## config.mk

```make
export PLATFORM = sky130hd
export DESIGN_NAME = serial_uart_tx
export DESIGN_NICKNAME = d
export VERILOG_FILES = /design/src/rtl/serial_uart_tx.sv
export SDC_FILE = /design/constraint.sdc
export NUM_CORES = 1
export LEC_CHECK = 0
export BUFFER_PORTS_ARGS = -buffer_cell sky130_fd_sc_hd__buf_4
export CAP_MARGIN = 20
export CORE_ASPECT_RATIO = 0.5
export CORE_MARGIN = 2
export CORE_UTILIZATION = 40
export DETAILED_ROUTE_END_ITERATION = 6
export PLACE_DENSITY = 0.65
export SYNTH_ARGS = -nofsm -noshare
export SYNTH_HDL_FRONTEND = slang
export SYNTH_SLANG_ARGS = --single-unit
```

## constraint.sdc

```tcl
create_clock -name clock -period 3.11 [get_ports clock]
set_input_delay 0.622 -clock clock [delete_from_list [all_inputs] [get_ports clock]]
set_output_delay 0.622 -clock clock [all_outputs]
set_load 0.005 [all_outputs]
```

## src/rtl/serial_uart_tx.sv

```systemverilog
// serial_uart_tx: byte FIFO feeding an 8N1 UART transmitter.
// Bytes written on wr_en are queued and sent LSB first on a registered tx line;
// ready_out stalls the writer only while the FIFO is full.
// Optional build macro SERIAL_UART_TX_PARITY_EN inserts an even-parity bit
// between the data bits and the stop bit (11-bit frames instead of 10).
module serial_uart_tx #(
  parameter int CLKS_PER_BIT = 868,
  parameter int FIFO_DEPTH   = 8
) (
  input  logic                          clock,
  input  logic                          reset,
  input  logic [7:0]                    wr_data,
  input  logic                          wr_en,
  output logic                          ready_out,
  output logic                          tx,
  output logic                          busy,
  output logic [$clog2(FIFO_DEPTH):0]   fifo_count,
  output logic                          overflow
);

  localparam int AW = $clog2(FIFO_DEPTH);
  localparam int CW = AW + 1;
  localparam int BW = $clog2(CLKS_PER_BIT);
  localparam logic [CW-1:0] DEPTH_C   = CW'(FIFO_DEPTH);
  localparam logic [BW-1:0] BAUD_LAST = BW'(CLKS_PER_BIT - 1);

  typedef enum logic [2:0] {
    S_IDLE   = 3'd0,
    S_START  = 3'd1,
    S_DATA   = 3'd2,
    S_STOP   = 3'd3
`ifdef SERIAL_UART_TX_PARITY_EN
    , S_PARITY = 3'd4
`endif
  } state_t;

  // FIFO storage and bookkeeping
  logic [7:0]    r_mem [FIFO_DEPTH];
  logic [AW-1:0] r_wr_ptr;
  logic [AW-1:0] r_rd_ptr;
  logic [CW-1:0] r_count;
  logic          r_overflow;

  // Transmitter state
  state_t        r_state;
  state_t        w_state_next;
  logic [7:0]    r_shift;
  logic [7:0]    w_shift_next;
  logic [BW-1:0] r_baud;
  logic [BW-1:0] w_baud_next;
  logic [2:0]    r_bit;
  logic [2:0]    w_bit_next;
  logic          r_tx;
  logic          w_tx_next;
`ifdef SERIAL_UART_TX_PARITY_EN
  logic          r_parity;
  logic          w_parity_next;
`endif

  logic          w_full;
  logic          w_push;
  logic          w_pop;
  logic          w_baud_end;
  logic [7:0]    w_head;

  // Full is judged on the registered count, before any same-edge pop, so a
  // write into a full FIFO is always dropped.
  assign w_full     = (r_count == DEPTH_C);
  assign w_push     = wr_en && !w_full;
  assign w_baud_end = (r_baud == BAUD_LAST);
  assign w_head     = r_mem[r_rd_ptr];

  assign ready_out  = !w_full;
  assign tx         = r_tx;
  assign busy       = (r_state != S_IDLE) || (r_count != '0);
  assign fifo_count = r_count;
  assign overflow   = r_overflow;

  // Next-state, datapath and next-tx decode for the frame sequencer.
  // NOTE: every signal gets a default before the case so no path can leave
  // it unassigned, which would otherwise infer a latch.
  always_comb begin
    w_state_next  = r_state;
    w_shift_next  = r_shift;
    w_baud_next   = r_baud;
    w_bit_next    = r_bit;
    w_pop         = 1'b0;
`ifdef SERIAL_UART_TX_PARITY_EN
    w_parity_next = r_parity;
`endif

    case (r_state)
      S_IDLE: begin
        if (r_count != '0) begin
          w_pop = 1'b1;
        end
      end

      S_START: begin
        if (w_baud_end) begin
          w_baud_next  = '0;
          w_state_next = S_DATA;
        end else begin
          w_baud_next  = r_baud + 1'b1;
        end
      end

      S_DATA: begin
        if (w_baud_end) begin
          w_baud_next = '0;
          if (r_bit == 3'd7) begin
`ifdef SERIAL_UART_TX_PARITY_EN
            w_state_next = S_PARITY;
`else
            w_state_next = S_STOP;
`endif
          end else begin
            w_shift_next = {1'b0, r_shift[7:1]};
            w_bit_next   = r_bit + 3'd1;
          end
        end else begin
          w_baud_next = r_baud + 1'b1;
        end
      end

`ifdef SERIAL_UART_TX_PARITY_EN
      S_PARITY: begin
        if (w_baud_end) begin
          w_baud_next  = '0;
          w_state_next = S_STOP;
        end else begin
          w_baud_next  = r_baud + 1'b1;
        end
      end
`endif

      S_STOP: begin
        if (w_baud_end) begin
          w_baud_next  = '0;
          // Chain straight into the next start bit when more data is queued.
          if (r_count != '0) begin
            w_pop = 1'b1;
          end else begin
            w_state_next = S_IDLE;
          end
        end else begin
          w_baud_next = r_baud + 1'b1;
        end
      end

      default: begin
        w_state_next = S_IDLE;
        w_baud_next  = '0;
      end
    endcase

    // A pop loads the FIFO head and restarts the frame from the start bit.
    if (w_pop) begin
      w_shift_next  = w_head;
      w_baud_next   = '0;
      w_bit_next    = '0;
      w_state_next  = S_START;
`ifdef SERIAL_UART_TX_PARITY_EN
      w_parity_next = ^w_head;
`endif
    end

    // tx is decoded from the next state so the registered line changes on
    // the same edge the state does.
    case (w_state_next)
      S_START:  w_tx_next = 1'b0;
      S_DATA:   w_tx_next = w_shift_next[0];
`ifdef SERIAL_UART_TX_PARITY_EN
      S_PARITY: w_tx_next = w_parity_next;
`endif
      default:  w_tx_next = 1'b1;
    endcase
  end

  // Sequencer state register; reset aborts any frame and idles the line high.
  // NOTE: sequential state uses non-blocking assignments so every register
  // samples pre-edge values, independent of block ordering.
  always_ff @(posedge clock) begin
    if (reset) begin
      r_state  <= S_IDLE;
      r_shift  <= '0;
      r_baud   <= '0;
      r_bit    <= '0;
      r_tx     <= 1'b1;
`ifdef SERIAL_UART_TX_PARITY_EN
      r_parity <= 1'b0;
`endif
    end else begin
      r_state  <= w_state_next;
      r_shift  <= w_shift_next;
      r_baud   <= w_baud_next;
      r_bit    <= w_bit_next;
      r_tx     <= w_tx_next;
`ifdef SERIAL_UART_TX_PARITY_EN
      r_parity <= w_parity_next;
`endif
    end
  end

  // FIFO pointers, occupancy and the sticky overflow flag.
  always_ff @(posedge clock) begin
    if (reset) begin
      r_wr_ptr   <= '0;
      r_rd_ptr   <= '0;
      r_count    <= '0;
      r_overflow <= 1'b0;
    end else begin
      if (w_push) begin
        r_wr_ptr <= r_wr_ptr + 1'b1;
      end
      if (w_pop) begin
        r_rd_ptr <= r_rd_ptr + 1'b1;
      end
      case ({w_push, w_pop})
        2'b10:   r_count <= r_count + 1'b1;
        2'b01:   r_count <= r_count - 1'b1;
        default: r_count <= r_count;
      endcase
      if (wr_en && w_full) begin
        r_overflow <= 1'b1;
      end
    end
  end

  // FIFO data storage.
  // NOTE: the array is deliberately not reset; the pointers and count define
  // which entries are valid, and leaving it unreset keeps it a plain RAM.
  always_ff @(posedge clock) begin
    if (w_push) begin
      r_mem[r_wr_ptr] <= wr_data;
    end
  end

endmodule

```

After elaboration in Yosys (flattened, before gate mapping)
Memories as Yosys holds them, arrays and structs flattened. A register that Yosys moved wholly into a read port is not among the register bits. Cells that the tools add are included.

Add/sub/neg operators: 6. Equality and inequality tests: 11. Mux-type cells: 22. Bitwise operators: 1. Reduce and logical (&&, ||, !) cells: 14.

Operators with widths (count): $mux 8 (4); $mux 3 (8); $pmux 10 s2 (1); $pmux 3 s4 (1); $add 10x1->10 const B (1); $eq 10x10->1 const B (1); $mux 10 (1); $add 3x1->3 const B (3); $eq 3x2->1 const B (3); $pmux 4 s2 (1); $eq 3x1->1 const B (2); $reduce_and 3->1 (2); $reduce_bool 2->1 (3); $add 4x1->4 const B (1); $eq 4x4->1 const B (1); $mux 1 (4); $pmux 1 s2 (2); $reduce_bool 4->1 (1); $sub 4x1->4 const B (1); $eq 3x3->1 const B (1); $logic_not 3->1 (1); $reduce_bool 3->1 (1); $reduce_or 3->1 (1); $eq 2x1->1 const B (1); 7 further kinds (8).

Register bits after elaboration: 36. Memory bits (writable): 64. Output and inout port bits: 8. Logic and storage cells: 65. Memories: 1.

Memories: r_mem (words 8, bits a word 8, rd ports 1, clocked after Yosys merged registers in 1, wr ports 1, line 38) `logic [7:0] r_mem [FIFO_DEPTH];`.

Depth between registers and ports, before layout
Gate-level depths: netlist (run 1).

Depth after elaboration: 7. Depth in mapped cells: 15.

Worst setup path before layout (run 1)
No wires, ideal clock.

Path type: register to register. From: reg r_baud[0]. To: reg r_count[2] (netlist: fifo_count[2]). Library setup time: 0.070 ns. Arrival: 2.734 ns. Slack: 0.305 ns. Stages on the path, launching flop included: 16. Cell sequence: dfxtp_1 > ha_1 > and4b_4 > and3_1 > buf_6 > a22oi_4 > buf_6 > buf_6 > inv_1 > ha_1 > xor2_1 > ha_1 > a21oi_1 > xor2_1 > or3_1 > a21oi_1.

Cells in the longest elaborated chain, start to end: 5. Elaborated cells between the ends (all ways): 7. Classes of those cells: eq/ne (3); mux (3); reduce/logical (1).

Ends and longest elaborated chain: start, declared (line 49) `logic [BW-1:0] r_baud;`; start signal, assigned (line 196) `r_baud <= w_baud_next;`; $eq 10x10->1 (*) (line 70) `assign w_baud_end = (r_baud == BAUD_LAST);`; $mux 1 (*) (line 138) `if (w_baud_end) begin`; $pmux 1 s2 (*) (line 92) `case (r_state)`; $eq 2x1->1 / $eq 2x2->1 (equally long branches) (line 219) `case ({w_push, w_pop})`; $pmux 4 s2 / $reduce_bool 2->1 (equally long branches); end signal, assigned (line 220) `2'b10: r_count <= r_count + 1'b1;`; end signal, assigned (line 221) `2'b01: r_count <= r_count - 1'b1;`; end signal, assigned (line 222) `default: r_count <= r_count;`; end, declared (line 41) `logic [CW-1:0] r_count;`.

Mark *: on every way between the ends. The rest lies on a longest branch, timed or not. A chain may end at the register's enable or synchronous reset.

Final worst setup path (run 1)
Ends and elaborated chain as after synthesis.

==> reports/metrics.csv, run 1 <==
metric,value,unit
"most common cell after layout, fill and taps aside",edfxtp_1,
max_cap viols,0,
Gate Count Post-Synth,327,
Slew headroom,0.519,
Final Hold Fails,0,
async set-or-reset flop fraction in the synthesized netlist,0,
kind of critical path,reg2reg,
final WL,8.06,mm
Core Area,10400,um^2
most used cell along the critical path,ha_1,
"Slew Viols, Final",0,
Die W,152,um
P&R area growth vs syn,14.3,%
Clock Tree Root,clkbuf_16,
Ports,19,
"commonest cells after routing, fill and taps aside","64 x edfxtp_1, 39 x dfxtp_1, 30 x buf_4",
clock sinks,103,
DR vias,2632,
Setup crit end kind,register,
cell area after synthesis,4380,um^2
die area,11900,um^2
vias in the first global route,2563,
first-pass GRT wire length,13.2,mm
CP startpoint kind,register,
First-pass DRT Iterations,4,
Sum Neg Setup Slack,0,ps
Post-Syn Area per Cell,13.4,um^2
"EDFF count, synth",64,
share of cells above drive strength 1,0.217,
Die Ht,78.0,um
initial antenna violation count,0,
DR WL/cell,16.3,um
worst-case clock buffer depth,2,
status,"complete, no violations",
internal power,2.55,mW
GRT overflow,0,
slowest CP cell,dfxtp_1,
Worst-Skew Late Latency,350,ps
Rows,26,
unrepaired setup endpoints after global routing,false,
Slew @ Worst Pin,720,ps
Pleak,1.67,nW
worst hold-check path type,reg2reg,
ant diodes,0,
DR vias/cell,5.32,
Comb pwr share,0.189,
crit-path cells,ha_1 -> and4b_4 -> and3_2 -> a22oi_4 -> inv_1 -> ha_1 -> xor2_1 -> ha_1 -> a21oi_1 -> xor2_1 -> or3_1 -> a21oi_1,
Clk pwr share,0.335,
Final period util,0.899,
Starting Density,0.419,
Layout Nets,369,
CTS Buf Count,9,
DRC viols,0,
routability-driven placement congestion ratio,0.876,
"Req. time, crit path",3380,ps
Post-CTS Setup Bufs,0,
Yosys warning total,0,
sequential share of the synthesized area,0.617,
pin count of the biggest net entering global routing,26,
GRT Total Usage,0.147,
Max H-tree Level,3,
Synth Flop Type,edfxtp_1,
Synth cell types,51,
CTS tree,done,
Worst-path clk slew,70,ps
final hold slack,466,ps
syn_nets,346,
Clock Skew,8.91,ps
#FFs+latches synth,103,
1st-iter DRT viols,138,
largest area contributor in the netlist,edfxtp_1,
Sw Pwr,0.983,mW
FMAX,0.358,GHz
Seq pwr share,0.476,
post-route ant nets,0,
hpwl dp,5.27,mm
switching fraction of total power,0.278,
top cells by area in the synthesized netlist,"edfxtp_1 44%, dfxtp_1 18%, mux4_2 8.2%, mux2i_1 2.7%, ha_1 2.3%",
Total Power,3.53,mW
pwr dens,705,nW/um^2
peak supply drop,0.307,mV
count of final setup violators,0,
critical path peak fanout,6,
min Tclk post-route,2800,ps
crit-path max cell delay,410,ps
WP data arrival,3070,ps
I/O Buffers,18,
hold buffer count at cts,0,
share of the synthesized area in the top cell type,0.439,
## cell type report
cell class              count  area [um^2]
well taps                 140          175
clock inverters             7         93.8
inverters                   6         22.5
fillers                   858         5440
repair buffers             30          225
flip-flops and latches    103         2700
multi-input cells         200         1560
clock buffers               9          225
## cells in the mapped netlist, drive strengths merged (9+ instances only)
| cell type | count |
|---|---|
| nand3 | 11 |
| a21oi | 13 |
| clkbuf | 9 |
| nand2 | 24 |
| a31oi | 9 |
| dfxtp | 39 |
| buf | 9 |
| mux4 | 16 |
| nor3 | 14 |
| edfxtp | 64 |
| nor2 | 24 |
| mux2i | 12 |
## sequential cells by signal, indices dropped and copies added (netlist names), named ones only
name        cells
r_bit           3
r_baud         10
tx              1
r_mem          64
r_rd_ptr        3
fifo_count      4
r_state         3
overflow        1
r_wr_ptr        3
r_shift         8
## critical path: cells and delay by family (launching register included)
| kind | cells | cell delay [ps] |
|---|---|---|
| AOI/OAI and AO/OA | 3 | 310 |
| adders and majority gates | 3 | 690 |
| and+or+nand+nor | 3 | 850 |
| xor gates and xnor gates | 2 | 350 |
| DFF | 1 | 410 |
| buffers and inverters | 1 | 100 |
## layer usage
metal / vias up / global-route usage / part of all wire
met3: 9 / 0.0492 / 0.052
met1: 1288 / 0.186 / 0.44
met2: 68 / 0.239 / 0.49
li1: 1267 / - / -
met4: 0 / 0.0505 / 0.012
met5: - / 0 / 0
## power by group through the flow
| stage | Combinational, mW | Clock, mW | Sequential, mW |
|---|---|---|---|
| floorplan | 0.531 | 0 | 1.66 |
| global placement | 0.650 | 0 | 1.70 |
| detailed placement | 0.669 | 0 | 1.71 |
| CTS | 0.672 | 1.20 | 1.68 |
| global route | 0.746 | 1.25 | 1.70 |
| finish | 0.668 | 1.18 | 1.68 |
## final timing paths
kind              startpoint            end  slack, ps  cells after the start
setup / recovery   r_baud[0]  fifo_count[2]        310                     12
hold / removal      r_bit[2]       r_bit[2]        470                      2
setup reg to reg   r_baud[0]  fifo_count[2]        310                     12
hold reg to reg     r_bit[2]       r_bit[2]        470                      2
## logic make-up after synthesis
kind of cell | Yosys count | synth area share
AND/OR/NAND/NOR | 109 | 0.133
other | 1 | 0.000856
multiplexers | 29 | 0.112
buffers and inverters | 24 | 0.0297
AO/OA/AOI/OAI | 40 | 0.0583
XOR/XNOR | 13 | 0.0260
flip-flops | 103 | 0.617
adder cells (fa/ha/maj) | 8 | 0.0229
## stage by stage
| step | instances | setup WS, ps | utilization | instance area (um^2) |
|---|---|---|---|---|
| after floorplan | 327 | 305 | - | 4380 |
| after global placement | 479 | 479 | 0.448 | 4680 |
| after detailed placement | 479 | 308 | 0.448 | 4680 |
| after CTS | 495 | 298 | 0.479 | 5000 |
| after global routing | 495 | 48.8 | 0.479 | 5010 |
| final | 495 | 314 | 0.479 | 5010 |
## timing repair
item	CTS	global route
endpoints found under the hold margin	0	0
endpoints found under the setup margin	0	1
resized for setup	0	2
(Power assumes the default switching activity.)
==> inputs of run 2 (changes only) <==
- CAP_MARGIN: 20 -> 0
- GPL_TIMING_DRIVEN: not set -> 0
==> reports/metrics.csv, run 2 (same netlist as run 1, synthesis figures left out) <==
metric,value,unit
Largest Register,r_mem,
Max H-tree Level,3,
Die Ht,78.0,um
First-pass DRT Iterations,5,
Post-Layout Cell Count,503,
die area,11900,um^2
metal3 WL,406,um
biggest regs,"r_mem (64), r_baud (10), r_shift (8)",
WHS Endpoint,r_bit[1],
hold buffer count at cts,0,
initial antenna violation count,0,
Core Area,10400,um^2
DR WL/cell,16.1,um
Final Hold Fails,0,
vias in the first global route,2539,
Final period util,0.944,
"Req. time, crit path",3390,ps
post-route ant nets,0,
reg-to-reg endpoint,fifo_count[2],
max FFs per register,64,
WP data arrival,3210,ps
CP startpoint kind,register,
min Tclk post-route,2940,ps
area of the multi-input gates,1600,um^2
max_cap viols,0,
Clock Tree Root,clkbuf_16,
placed cell count,487,
"commonest cells after routing, fill and taps aside","64 x edfxtp_1, 37 x dfxtp_1, 24 x nand2_1, 24 x nor2_1, 22 x buf_4",
"reg-to-reg slack, setup",170,ps
met2 WL,3.94,mm
CTS tree,done,
P&R area growth vs syn,15.3,%
peak supply drop,0.271,mV
share of cells above drive strength 1,0.226,
WL met1,3.66,mm
FMAX,0.341,GHz
Hold Path Depth,2,
"most common cell after layout, fill and taps aside",edfxtp_1,
Final Worst Setup Slack,175,ps
worst-case clock buffer depth,2,
first-pass GRT wire length,13.1,mm
hold_sp,r_bit[1],
final WL,8.11,mm
"Slew Viols, Final",0,
Layout Nets,377,
1st-iter DRT viols,235,
pwr dens,692,nW/um^2
DRC viols,0,
worst hold-check path type,reg2reg,
count of final setup violators,0,
GRT Total Usage,0.145,
R2R Path Start,r_baud[0],
ant diodes,0,
kind of critical path,reg2reg,
I/O Buffers,17,
Setup crit end kind,register,
Clock Skew,12.3,ps
Die W,152,um
Slew @ Worst Pin,828,ps
DR vias/cell,5.38,
status,"complete, no violations",
Worst-path clk slew,70,ps
GRT overflow,0,
reg2reg path depth,15,
Pleak,1.67,nW
Fillers,885,
DR vias,2708,
Ports,19,
CTS Buf Count,9,
Starting Density,0.419,
Sum Neg Setup Slack,0,ps
routability-driven placement congestion ratio,0.762,
FF+latch area,2710,um^2
Worst-Skew Late Latency,350,ps
Rows,26,
Slew headroom,0.446,
hpwl dp,5.48,mm
pre-CTS setup slack,71.5,ps
DR top layer,met4,
pin count of the biggest net entering global routing,21,
clock sinks,103,
critical path peak fanout,10,
## run 2: final cells by class
cell class | instances | area share
buffer | 18 | 0.0213
clock buffer | 9 | 0.0446
clock inverter | 7 | 0.0141
inverter | 6 | 0.00446
multi-input combinational | 200 | 0.316
sequential | 103 | 0.535
tap | 140 | 0.0347
timing repair buffer | 20 | 0.0297
## run 2: metal layers
layer	GRT usage	vias up
met5	0	-
met4	0.0551	0
met3	0.0425	9
met2	0.234	78
met1	0.186	1336
li1	-	1285
## run 2: worst max-delay path, stage by stage, from the launching register on
cell and delay (ps):
dfxtp_2 350, ha_2 210, and4b_4 220, and3_1 170, buf_6 130, a22oi_4 190
buf_6 160, buf_6 140, inv_1 90, ha_4 180, xor2_1 140, ha_1 180
a21oi_1 160, xor2_1 100, or3_1 310, a21oi_1 140
## run 2: how the worst max path moves through the flow
| stage | from | end | slack [ps] | cells after the start |
|---|---|---|---|---|
| finish | r_baud[0] | fifo_count[2] | 170 | 15 |
| global placement | wr_en | r_mem[2][2] | -440 | 4 |
| CTS | r_baud[0] | fifo_count[2] | 40 | 15 |
| global route | r_baud[0] | fifo_count[2] | -3 | 15 |
| detailed placement | r_baud[0] | fifo_count[2] | 70 | 15 |
| floorplan | r_baud[0] | fifo_count[2] | 310 | 15 |
## run 2: power by group
group / internal, mW / switching [mW]
clock network: 0.568 / 0.536
logic: 0.358 / 0.381
registers: 1.57 / 0.0867
total: 2.49 / 1.00
## run 2: timing repair
action,in CTS,in global routing
buffers inserted,0,0
endpoints found under the setup margin,0,1
gates resized for setup,0,5
## run 2: per-stage QoR
step	power, mW	area (um^2)	hold slack [ps]	utilization
2_1_floorplan	2.19	4380	436	-
3_3_place_gp	2.37	4680	443	0.448
3_5_place_dp	2.42	4740	450	0.454
4_1_cts	3.52	5030	460	0.482
5_1_grt	3.67	5050	487	0.484
6_report	3.50	5050	458	0.484
==> inputs of run 3 (changes only) <==
- ABC_AREA: not set -> 1
==> reports/metrics.csv, run 3 <==
metric,value,unit
Post-Syn Area per Cell,9.58,um^2
largest area contributor in the netlist,edfxtp_1,
ant diodes,0,
count of final setup violators,0,
share of cells above drive strength 1,0.133,
worst-case clock buffer depth,2,
CTS Buf Count,9,
initial antenna violation count,0,
Die Ht,79.1,um
"EDFF count, synth",64,
hold buffer count at cts,0,
DR vias/cell,5.05,
Clock Tree Root,clkbuf_16,
final core utilization,0.468,
final WL,9.35,mm
Die W,154,um
"commonest cells after routing, fill and taps aside","92 x nor2_1, 74 x nand2_1, 64 x edfxtp_1",
max_cap viols,0,
DR WL/cell,14.4,um
hold_sp,overflow,
peak supply drop,0.289,mV
Largest Register,r_mem,
Ports,19,
biggest regs,"r_mem (64), r_baud (10), r_shift (8)",
Layout Nets,519,
status,"complete, no violations",
cell area after synthesis,4510,um^2
syn_nets,490,
post-route ant nets,0,
Post-CTS Resized,0,
Synth Flop Type,edfxtp_1,
Yosys warning total,0,
pin count of the biggest net entering global routing,20,
#FFs+latches synth,103,
Synth top cells by count,"92 x nor2_1, 74 x nand2_1, 64 x edfxtp_1",
Final Hold Fails,0,
Synth cell types,35,
critical path peak fanout,9,
Post-CTS Setup Bufs,0,
die area,12200,um^2
area of the multi-input gates,1600,um^2
Setup crit end kind,register,
FMAX,0.399,GHz
unrepaired setup endpoints after global routing,false,
Gate Count Post-Synth,471,
CP startpoint kind,register,
Final period util,0.806,
Core Area,11000,um^2
vias in the first global route,2942,
first-pass GRT wire length,15.0,mm
reg-to-reg endpoint,fifo_count[2],
"reg-to-reg slack, setup",600,ps
P&R area growth vs syn,13.9,%
WHS Endpoint,overflow,
I/O Buffers,18,
Starting Density,0.411,
"count leader, synth",nor2_1,
Worst-Skew Late Latency,350,ps
worst hold-check path type,reg2reg,
Worst-path clk slew,70,ps
GRT overflow,0,
routability-driven placement congestion ratio,0.827,
share of the synthesized area in the top cell type,0.426,
Slew @ Worst Pin,983,ps
Hold Path Depth,2,
FF+latch area,2700,um^2
Max H-tree Level,3,
Fillers,984,
kind of critical path,reg2reg,
Rows,27,
min Tclk post-route,2510,ps
hpwl dp,6.13,mm
clock sinks,103,
DR vias,3283,
R2R Path Start,r_baud[0],
1st-iter DRT viols,346,
"most common cell after layout, fill and taps aside",nor2_1,
WP data arrival,2740,ps
Clock Skew,8.50,ps
reg2reg path depth,12,
Pleak,1.96,nW
"Slew Viols, Final",0,
async set-or-reset flop fraction in the synthesized netlist,0,
top cells by area in the synthesized netlist,"edfxtp_1 43%, dfxtp_1 17%, nor2_1 7.6%, nand2_1 6.2%, o21ai_0 3.5%",
First-pass DRT Iterations,5,
max FFs per register,64,
Sum Neg Setup Slack,0,ps
DRC viols,0,
GRT Total Usage,0.161,
Slew headroom,0.342,
CTS tree,done,
"Req. time, crit path",3350,ps
pwr dens,736,nW/um^2
sequential share of the synthesized area,0.599,
## run 3: final cells by class
class	instances	share of cell area
inverter	37	0.0270
buffer	13	0.0139
tap	145	0.0353
clock inverter	7	0.0170
sequential	103	0.525
clock buffer	9	0.0438
multi-input combinational	318	0.311
timing repair buffer	18	0.0263
## run 3: stage by stage
stage | hold slack, ps | area (um^2) | cells | worst slack, ps | power (mW)
2_1_floorplan | 447 | 4510 | 471 | 905 | 2.33
3_3_place_gp | 439 | 4830 | 634 | 665 | 2.63
3_5_place_dp | 441 | 4830 | 634 | 607 | 2.64
4_1_cts | 452 | 5140 | 650 | 591 | 3.80
5_1_grt | 491 | 5140 | 650 | 332 | 4.00
6_report | 451 | 5140 | 650 | 603 | 3.79
## run 3: kinds of logic (layout without fill, tap and decap cells)
family	after synthesis	count (layout)	synth area share
and+or+nand+nor	218	218	0.214
xor gates and xnor gates	4	4	0.00776
buffers and inverters	50	84	0.0466
adders and majority gates	8	8	0.0222
DFF	103	103	0.599
AOI/OAI and AO/OA	87	87	0.110
other	1	1	0.000831
## run 3: power by group
| part | leakage [nW] | switching, mW | internal (mW) |
|---|---|---|---|
| registers | 0.899 | 0.0732 | 1.57 |
| clock network | 0.148 | 0.525 | 0.642 |
| logic | 0.908 | 0.645 | 0.334 |
## run 3: worst max path at each step
stage / startpoint / end / slack, ps / cells after the start
finish: r_baud[0] / fifo_count[2] / 600 / 12
detailed placement: r_baud[0] / fifo_count[2] / 610 / 12
CTS: r_baud[0] / fifo_count[2] / 590 / 12
floorplan: r_baud[0] / fifo_count[2] / 910 / 12
global placement: r_baud[0] / fifo_count[2] / 670 / 12
global route: r_baud[0] / fifo_count[2] / 330 / 12
## run 3: critical path: stages, from the launching register on
cell and delay, ps:
dfxtp_1 370, ha_1 290, nand2_2 100, nor2_4 120, nand4_4 130, a21oi_4 300, ha_1 290, xor2_1 250
ha_1 190, a21oi_1 50, xnor2_1 130, o21ai_0 140, inv_1 50
## run 3: metal layers
metal	global-route usage	part of all wire	routed length [um]	up-vias
met5	0	0	0	-
met4	0.0439	0.0091	85	0
met3	0.0388	0.049	455	10
met2	0.263	0.46	4340	81
met1	0.216	0.48	4480	1535
li1	-	-	-	1657
